## config.mk

```make
export PLATFORM = sky130hd
export DESIGN_NAME = kcpsm3_int_ctrl_flat
export DESIGN_NICKNAME = d
export VERILOG_FILES = /design/src/rtl/kcpsm3_int_ctrl_pkg.sv /design/src/rtl/kcpsm3_int_ctrl_if.sv /design/src/rtl/kcpsm3_int_ctrl_int_edge_latch.sv /design/src/rtl/kcpsm3_int_ctrl.sv /design/src/flat_wrapper.sv
export SDC_FILE = /design/constraint.sdc
export NUM_CORES = 1
export LEC_CHECK = 0
export CELL_PAD_IN_SITES_DETAIL_PLACEMENT = 1
export CELL_PAD_IN_SITES_GLOBAL_PLACEMENT = 2
export CORE_ASPECT_RATIO = 0.9
export CORE_MARGIN = 2
export CORE_UTILIZATION = 29
export CTS_BUF_LIST = sky130_fd_sc_hd__clkbuf_2 sky130_fd_sc_hd__clkbuf_4 sky130_fd_sc_hd__clkbuf_8
export CTS_CLUSTER_DIAMETER = 100
export CTS_CLUSTER_SIZE = 10
export DETAILED_ROUTE_END_ITERATION = 7
export GPL_TIMING_DRIVEN = 0
export PLACE_DENSITY = 0.82
export SYNTH_ARGS = -nofsm -noshare
export SYNTH_HDL_FRONTEND = slang
export SYNTH_SLANG_ARGS = --single-unit
```

## constraint.sdc

```tcl
create_clock -name clk -period 2.08 [get_ports clk]
set_clock_uncertainty 0.2 [all_clocks]
set_input_delay 0.624 -clock clk [delete_from_list [all_inputs] [get_ports clk]]
set_output_delay 0.624 -clock clk [all_outputs]
set_load 0.02 [all_outputs]
```

## src/rtl/kcpsm3_int_ctrl_pkg.sv

```systemverilog
// Shared types and default port addresses for the KCPSM3 interrupt controller.
package kcpsm3_int_pkg;

  typedef enum logic [1:0] {
    ST_IDLE  = 2'b00,
    ST_REQ   = 2'b01,
    ST_ACKED = 2'b10
  } irq_state_e;

  localparam logic [7:0] DEF_STATUS_PORT = 8'h10;
  localparam logic [7:0] DEF_MASK_PORT   = 8'h11;

endpackage

```

## src/rtl/kcpsm3_int_ctrl_if.sv

```systemverilog
// KCPSM3 port bus plus interrupt handshake, seen from processor (master) and peripheral (slave).
interface kcpsm3_int_ctrl_if;
  logic [7:0] port_id;
  logic [7:0] out_port;
  logic [7:0] in_port;
  logic       write_strobe;
  logic       read_strobe;
  logic       interrupt;
  logic       interrupt_ack;

  modport master (
    output port_id, out_port, write_strobe, read_strobe, interrupt_ack,
    input  in_port, interrupt
  );

  modport slave (
    input  port_id, out_port, write_strobe, read_strobe, interrupt_ack,
    output in_port, interrupt
  );
endinterface

```

## src/rtl/kcpsm3_int_ctrl_int_edge_latch.sv

```systemverilog
// Rising-edge detector feeding a pending register; a same-cycle set beats a clear.
module int_edge_latch #(
  parameter int W = 8
) (
  input  logic         clk,
  input  logic         reset_n,
  input  logic [W-1:0] src_i,
  input  logic [W-1:0] clr_i,
  output logic [W-1:0] pending_o
);

  logic [W-1:0] src_q;
  logic [W-1:0] pending_q;
  logic [W-1:0] pending_d;

  assign pending_d = (pending_q & ~clr_i) | (src_i & ~src_q);
  assign pending_o = pending_q;

  // src_q resets high so lines already asserted at reset release are not events
  always_ff @(posedge clk) begin
    if (!reset_n) begin
      src_q     <= '1;
      pending_q <= '0;
    end else begin
      src_q     <= src_i;
      pending_q <= pending_d;
    end
  end

endmodule

```

## src/rtl/kcpsm3_int_ctrl.sv

```systemverilog
// KCPSM3 interrupt controller: mask register, request/ack FSM and registered read mux.
module kcpsm3_int_ctrl
  import kcpsm3_int_pkg::*;
#(
  parameter int         N_SRC       = 8,
  parameter logic [7:0] STATUS_PORT = DEF_STATUS_PORT,
  parameter logic [7:0] MASK_PORT   = DEF_MASK_PORT
) (
  input  logic             clk,
  input  logic             reset_n,
  input  logic [N_SRC-1:0] src,
  kcpsm3_int_ctrl_if.slave bus
);

  logic             status_wr;
  logic             mask_wr;
  logic [N_SRC-1:0] clr;
  logic [N_SRC-1:0] pending;
  logic [N_SRC-1:0] mask_q;
  logic [N_SRC-1:0] mask_d;
  logic             active;
  logic [7:0]       in_port_d;
  logic [7:0]       in_port_q;
  irq_state_e       state_q;
  logic             irq_q;

  assign status_wr = bus.write_strobe && (bus.port_id == STATUS_PORT);
  assign mask_wr   = bus.write_strobe && (bus.port_id == MASK_PORT);
  assign clr       = status_wr ? bus.out_port[N_SRC-1:0] : '0;
  assign mask_d    = mask_wr ? bus.out_port[N_SRC-1:0] : mask_q;
  assign active    = |(pending & mask_q);

  int_edge_latch #(.W(N_SRC)) u_edge_latch (
    .clk       (clk),
    .reset_n   (reset_n),
    .src_i     (src),
    .clr_i     (clr),
    .pending_o (pending)
  );

  always_comb begin
    in_port_d = '0;
    if (bus.port_id == STATUS_PORT) begin
      in_port_d[N_SRC-1:0] = pending;
    end else if (bus.port_id == MASK_PORT) begin
      in_port_d[N_SRC-1:0] = mask_q;
    end
  end

  always_ff @(posedge clk) begin
    if (!reset_n) begin
      mask_q    <= '0;
      in_port_q <= '0;
    end else begin
      mask_q    <= mask_d;
      in_port_q <= in_port_d;
    end
  end

  // Once raised, the request is held until acknowledged even if active drops;
  // a status write after the ack re-arms the controller.
  always_ff @(posedge clk) begin
    if (!reset_n) begin
      state_q <= ST_IDLE;
      irq_q   <= 1'b0;
    end else begin
      unique case (state_q)
        ST_IDLE: begin
          if (active) begin
            state_q <= ST_REQ;
            irq_q   <= 1'b1;
          end
        end
        ST_REQ: begin
          if (bus.interrupt_ack) begin
            state_q <= ST_ACKED;
            irq_q   <= 1'b0;
          end
        end
        ST_ACKED: begin
          if (status_wr) begin
            state_q <= ST_IDLE;
          end
        end
        default: begin
          state_q <= ST_IDLE;
          irq_q   <= 1'b0;
        end
      endcase
    end
  end

  assign bus.in_port   = in_port_q;
  assign bus.interrupt = irq_q;

endmodule
```

## src/flat_wrapper.sv

```systemverilog
// flat-port wrapper written by rule: the top's interface ports become plain ports
module kcpsm3_int_ctrl_flat import kcpsm3_int_pkg::*;
#(
  parameter int         N_SRC       = 8,
  parameter logic [7:0] STATUS_PORT = DEF_STATUS_PORT,
  parameter logic [7:0] MASK_PORT   = DEF_MASK_PORT
)
  (clk, reset_n, src, bus_port_id, bus_out_port, bus_write_strobe, bus_read_strobe, bus_interrupt_ack, bus_in_port, bus_interrupt);
  kcpsm3_int_ctrl_if bus_i ();
  input  logic clk;
  input  logic reset_n;
  input  logic [N_SRC-1:0] src;
  input wire logic [$bits(bus_i.port_id)-1:0] bus_port_id;
  input wire logic [$bits(bus_i.out_port)-1:0] bus_out_port;
  input wire logic [$bits(bus_i.write_strobe)-1:0] bus_write_strobe;
  input wire logic [$bits(bus_i.read_strobe)-1:0] bus_read_strobe;
  input wire logic [$bits(bus_i.interrupt_ack)-1:0] bus_interrupt_ack;
  output wire logic [$bits(bus_i.in_port)-1:0] bus_in_port;
  output wire logic [$bits(bus_i.interrupt)-1:0] bus_interrupt;
  assign bus_i.port_id = bus_port_id;
  assign bus_i.out_port = bus_out_port;
  assign bus_i.write_strobe = bus_write_strobe;
  assign bus_i.read_strobe = bus_read_strobe;
  assign bus_i.interrupt_ack = bus_interrupt_ack;
  assign bus_in_port = bus_i.in_port;
  assign bus_interrupt = bus_i.interrupt;
  kcpsm3_int_ctrl #(.N_SRC(N_SRC), .STATUS_PORT(STATUS_PORT), .MASK_PORT(MASK_PORT)) u_core (.clk(clk), .reset_n(reset_n), .src(src), .bus(bus_i));
endmodule
```

==> impl_metrics.tcl <==
set metrics [dict create \
    status "finished, final reports clean" \
    numCtsBuffers 5 \
    synth_fa_ha_area_share_pct 0 \
    cp-start-kind "register" \
    vias_per_cell 4.48 \
    netlist_instances 139 \
    fin_setup_tns_ns 0 \
    area_growth_pct 40.1 \
    synthDominantAreaCellType "dfxtp_1" \
    crit_chain "clkdlybuf4s50_1" \
    synth_xor_area_share_pct 0 \
    wirelength_mm 3.33 \
    synth_common_cells "dfxtp_1, nor2_1, nand2b_1" \
    synth_compound_gate_area_share_pct 15.4 \
    crit_family "buffers and inverters" \
    cts_max_level 2 \
    dr.pass1.iters 4 \
    synth_cell_types 27 \
    p_int_mw 1.01 \
    min_path_type "reg2reg" \
    final_area_um2 1850 \
    cp_slowest_cell "clkdlybuf4s50_1" \
    grt_pass1_wl_mm 5.36 \
    power_density_nw_per_um2 707 \
    yosysWarnings 0 \
    drt-wirelength-per-cell_um 13.6 \
    ys_top_cells_by_area "dfxtp_1, nand2b_1, mux2i_1, a22oi_1, nor2_1" \
    fp.dieH_um 68.1 \
    diodes 0 \
    port_buffers 35 \
    required_ns 1.26 \
    start_util_pct 29.8 \
    grt_setup_unrepaired "no" \
    muxShareOfSynthArea_pct 6.05 \
    path_clk_slew_ns 0.07 \
    core_um2 4430 \
    die_x_um 75.2 \
    gp_congestion 0.728 \
    route.detailed.drc 0 \
    synthArstFlopShare_pct 0 \
    ir_drop_mv 0.275 \
    cts.sinks 35 \
    worstMarginPinSlew_ns 0.393 \
    synth_top_area_share_pct 53.0 \
    io_pins 38 \
    p_switching_mw 0.296 \
    first_iter_violations 74 \
    cp_slowest_stage_delay_ns 0.60 \
    globalRouteOverflowTotal 0 \
    drv_cap 0 \
    route.antenna.remaining_nets 0 \
    criticalPathCategory "reg2out" \
    antenna_found_initial 0 \
    final_cell_count_no_fill 245 \
    period_share_pct 97.3 \
    fmax_ghz 0.494 \
    die-area_um2 5120 \
    netlist_area_um2 1320 \
    seq_power_share_pct 53.4 \
    dpl_worst_slack_ns -0.369 \
    power_frac_comb_pct 8.5 \
    final_nets 211 \
    cp.buffers_inverters 1 \
    synth-seq-area-share_pct 53.0 \
    gr-usage-all-layers_pct 14.5 \
    p_leak_nw 0.703 \
    netSwitchingFraction_pct 22.6 \
    grt_pass1_vias 1124 \
    dp_cells 236 \
    placed_area_um2 1750 \
    slew_violations 0 \
    grt_max_degree 11 \
    cts_tree "yes" \
    ys_ff_latch 35 \
    num_rows 23 \
    setup.worst_path.end_class "output port" \
    hold_viol_final 0 \
    syn_nets 168 \
    relSlewSlack_pct 73.1 \
    cp.arrival_ns 1.20 \
    synth.most_common_cell "dfxtp_1" \
    hpwlAfterDp_mm 2.57 \
    cp_max_fo 1 \
    synth_edf_count 0 \
    vias 1098 \
    drive_gt1_share_pct 9.29 \
    clock_latency_ns 0.29 \
    synthFlopType "dfxtp_1" \
    synth_top_family_by_area "simple AND/OR/NAND/NOR gates" \
    timing.final.ws_setup_ns 0.0557 \
    cts_buffer_depth 2 \
    layout_min_cycle_time_ns 2.02 \
    root_buffer "clkbuf_8" \
    p_total_mw 1.31 \
    p_clk_share_pct 38.1 \
    avgSynthCellArea_um2 9.51 \
    yosys.area_share.simple_pct 21.9 \
    setup_viol 0 \
]
logic make-up after synthesis:
group | Yosys count
compound gates | 33
flops | 35
simple gates | 54
buf+inv | 9
mux | 8
sequential cells by signal (all words and copies together), names as in the netlist:
| register | cells |
|---|---|
| u_core.mask_q | 8 |
| u_core.u_edge_latch.pending_o | 8 |
| u_core.bus.in_port | 8 |
| u_core.bus.interrupt | 1 |
| u_core.state_q | 2 |
| u_core.u_edge_latch.src_q | 8 |
cells in the final DEF (no fill, tap or decap), types with 3 or more instances in the layout:
cell,Yosys,layout
o21ai_1,4,4
dfxtp_1,35,35
mux2i_1,8,8
dlygate4sd2_1,0,3
dlymetal6s2s_1,0,3
nand2b_1,16,16
o21ai_0,5,5
and4_1,3,3
clkbuf_8,0,5
a22oi_1,10,10
a21oi_1,10,10
clkdlybuf4s50_1,0,29
nor2_1,19,19
nand2_1,9,9
final timing paths:
check / from / end / slack (ns) / cells after the start
setup / recovery: u_core.bus.in_port[6]$_SDFF_PN0_ / bus_in_port[6] / 0.06 / 1
hold / removal: u_core.u_edge_latch.src_q[7]$_SDFF_PN1_ / u_core.u_edge_latch.pending_o[7]$_SDFF_PN0_ / 0.29 / 2
setup reg to reg: u_core.u_edge_latch.pending_o[6]$_SDFF_PN0_ / u_core.state_q[0]$_SDFFE_PN0P_ / 0.49 / 4
hold reg to reg: u_core.u_edge_latch.src_q[7]$_SDFF_PN1_ / u_core.u_edge_latch.pending_o[7]$_SDFF_PN0_ / 0.29 / 2
power by group through the flow:
stage,Clock [mW],Sequential [mW],Combinational (mW)
6_report,0.499,0.699,0.111
5_1_grt,0.549,0.701,0.122
4_1_cts,0.515,0.699,0.113
3_5_place_dp,0,0.715,0.115
3_3_place_gp,0,0.713,0.111
2_1_floorplan,0,0.713,0.0371
per-stage QoR:
stage | util, % | hold WS [ns]
after global routing | 41.8 | 0.324
after CTS | 41.6 | 0.297
after global placement | 39.5 | 0.278
after floorplan | - | 0.262
final | 41.8 | 0.289
after detailed placement | 39.5 | 0.287
repair_timing:
action,4_1_cts,5_1_grt
endpoints found under the setup margin,18,22
setup buffers,1,0
cloned,0,0
gates resized for setup,3,7
hold buffers,0,0
pin swaps,3,2
area by class of cell:
class / count / area [um^2]
Fill cell: 529 / 2580
Sequential cell: 35 / 701
Multi-Input combinational cell: 95 / 574
Timing Repair Buffer: 36 / 362
Clock buffer: 7 / 83.8
Tap cell: 62 / 77.6
Buffer: 6 / 38.8
Inverter: 3 / 11.3
Clock inverter: 1 / 5.00
layer usage:
layer	vias to the layer above	GRT usage (%)	part of all wire, %
met5	-	0	0
met4	0	5.26	1.5
met3	5	5.89	4.8
met2	25	23.7	49
met1	501	17.2	45
li1	567	-	-
No activity file was read; power rests on OpenSTA's default activity.
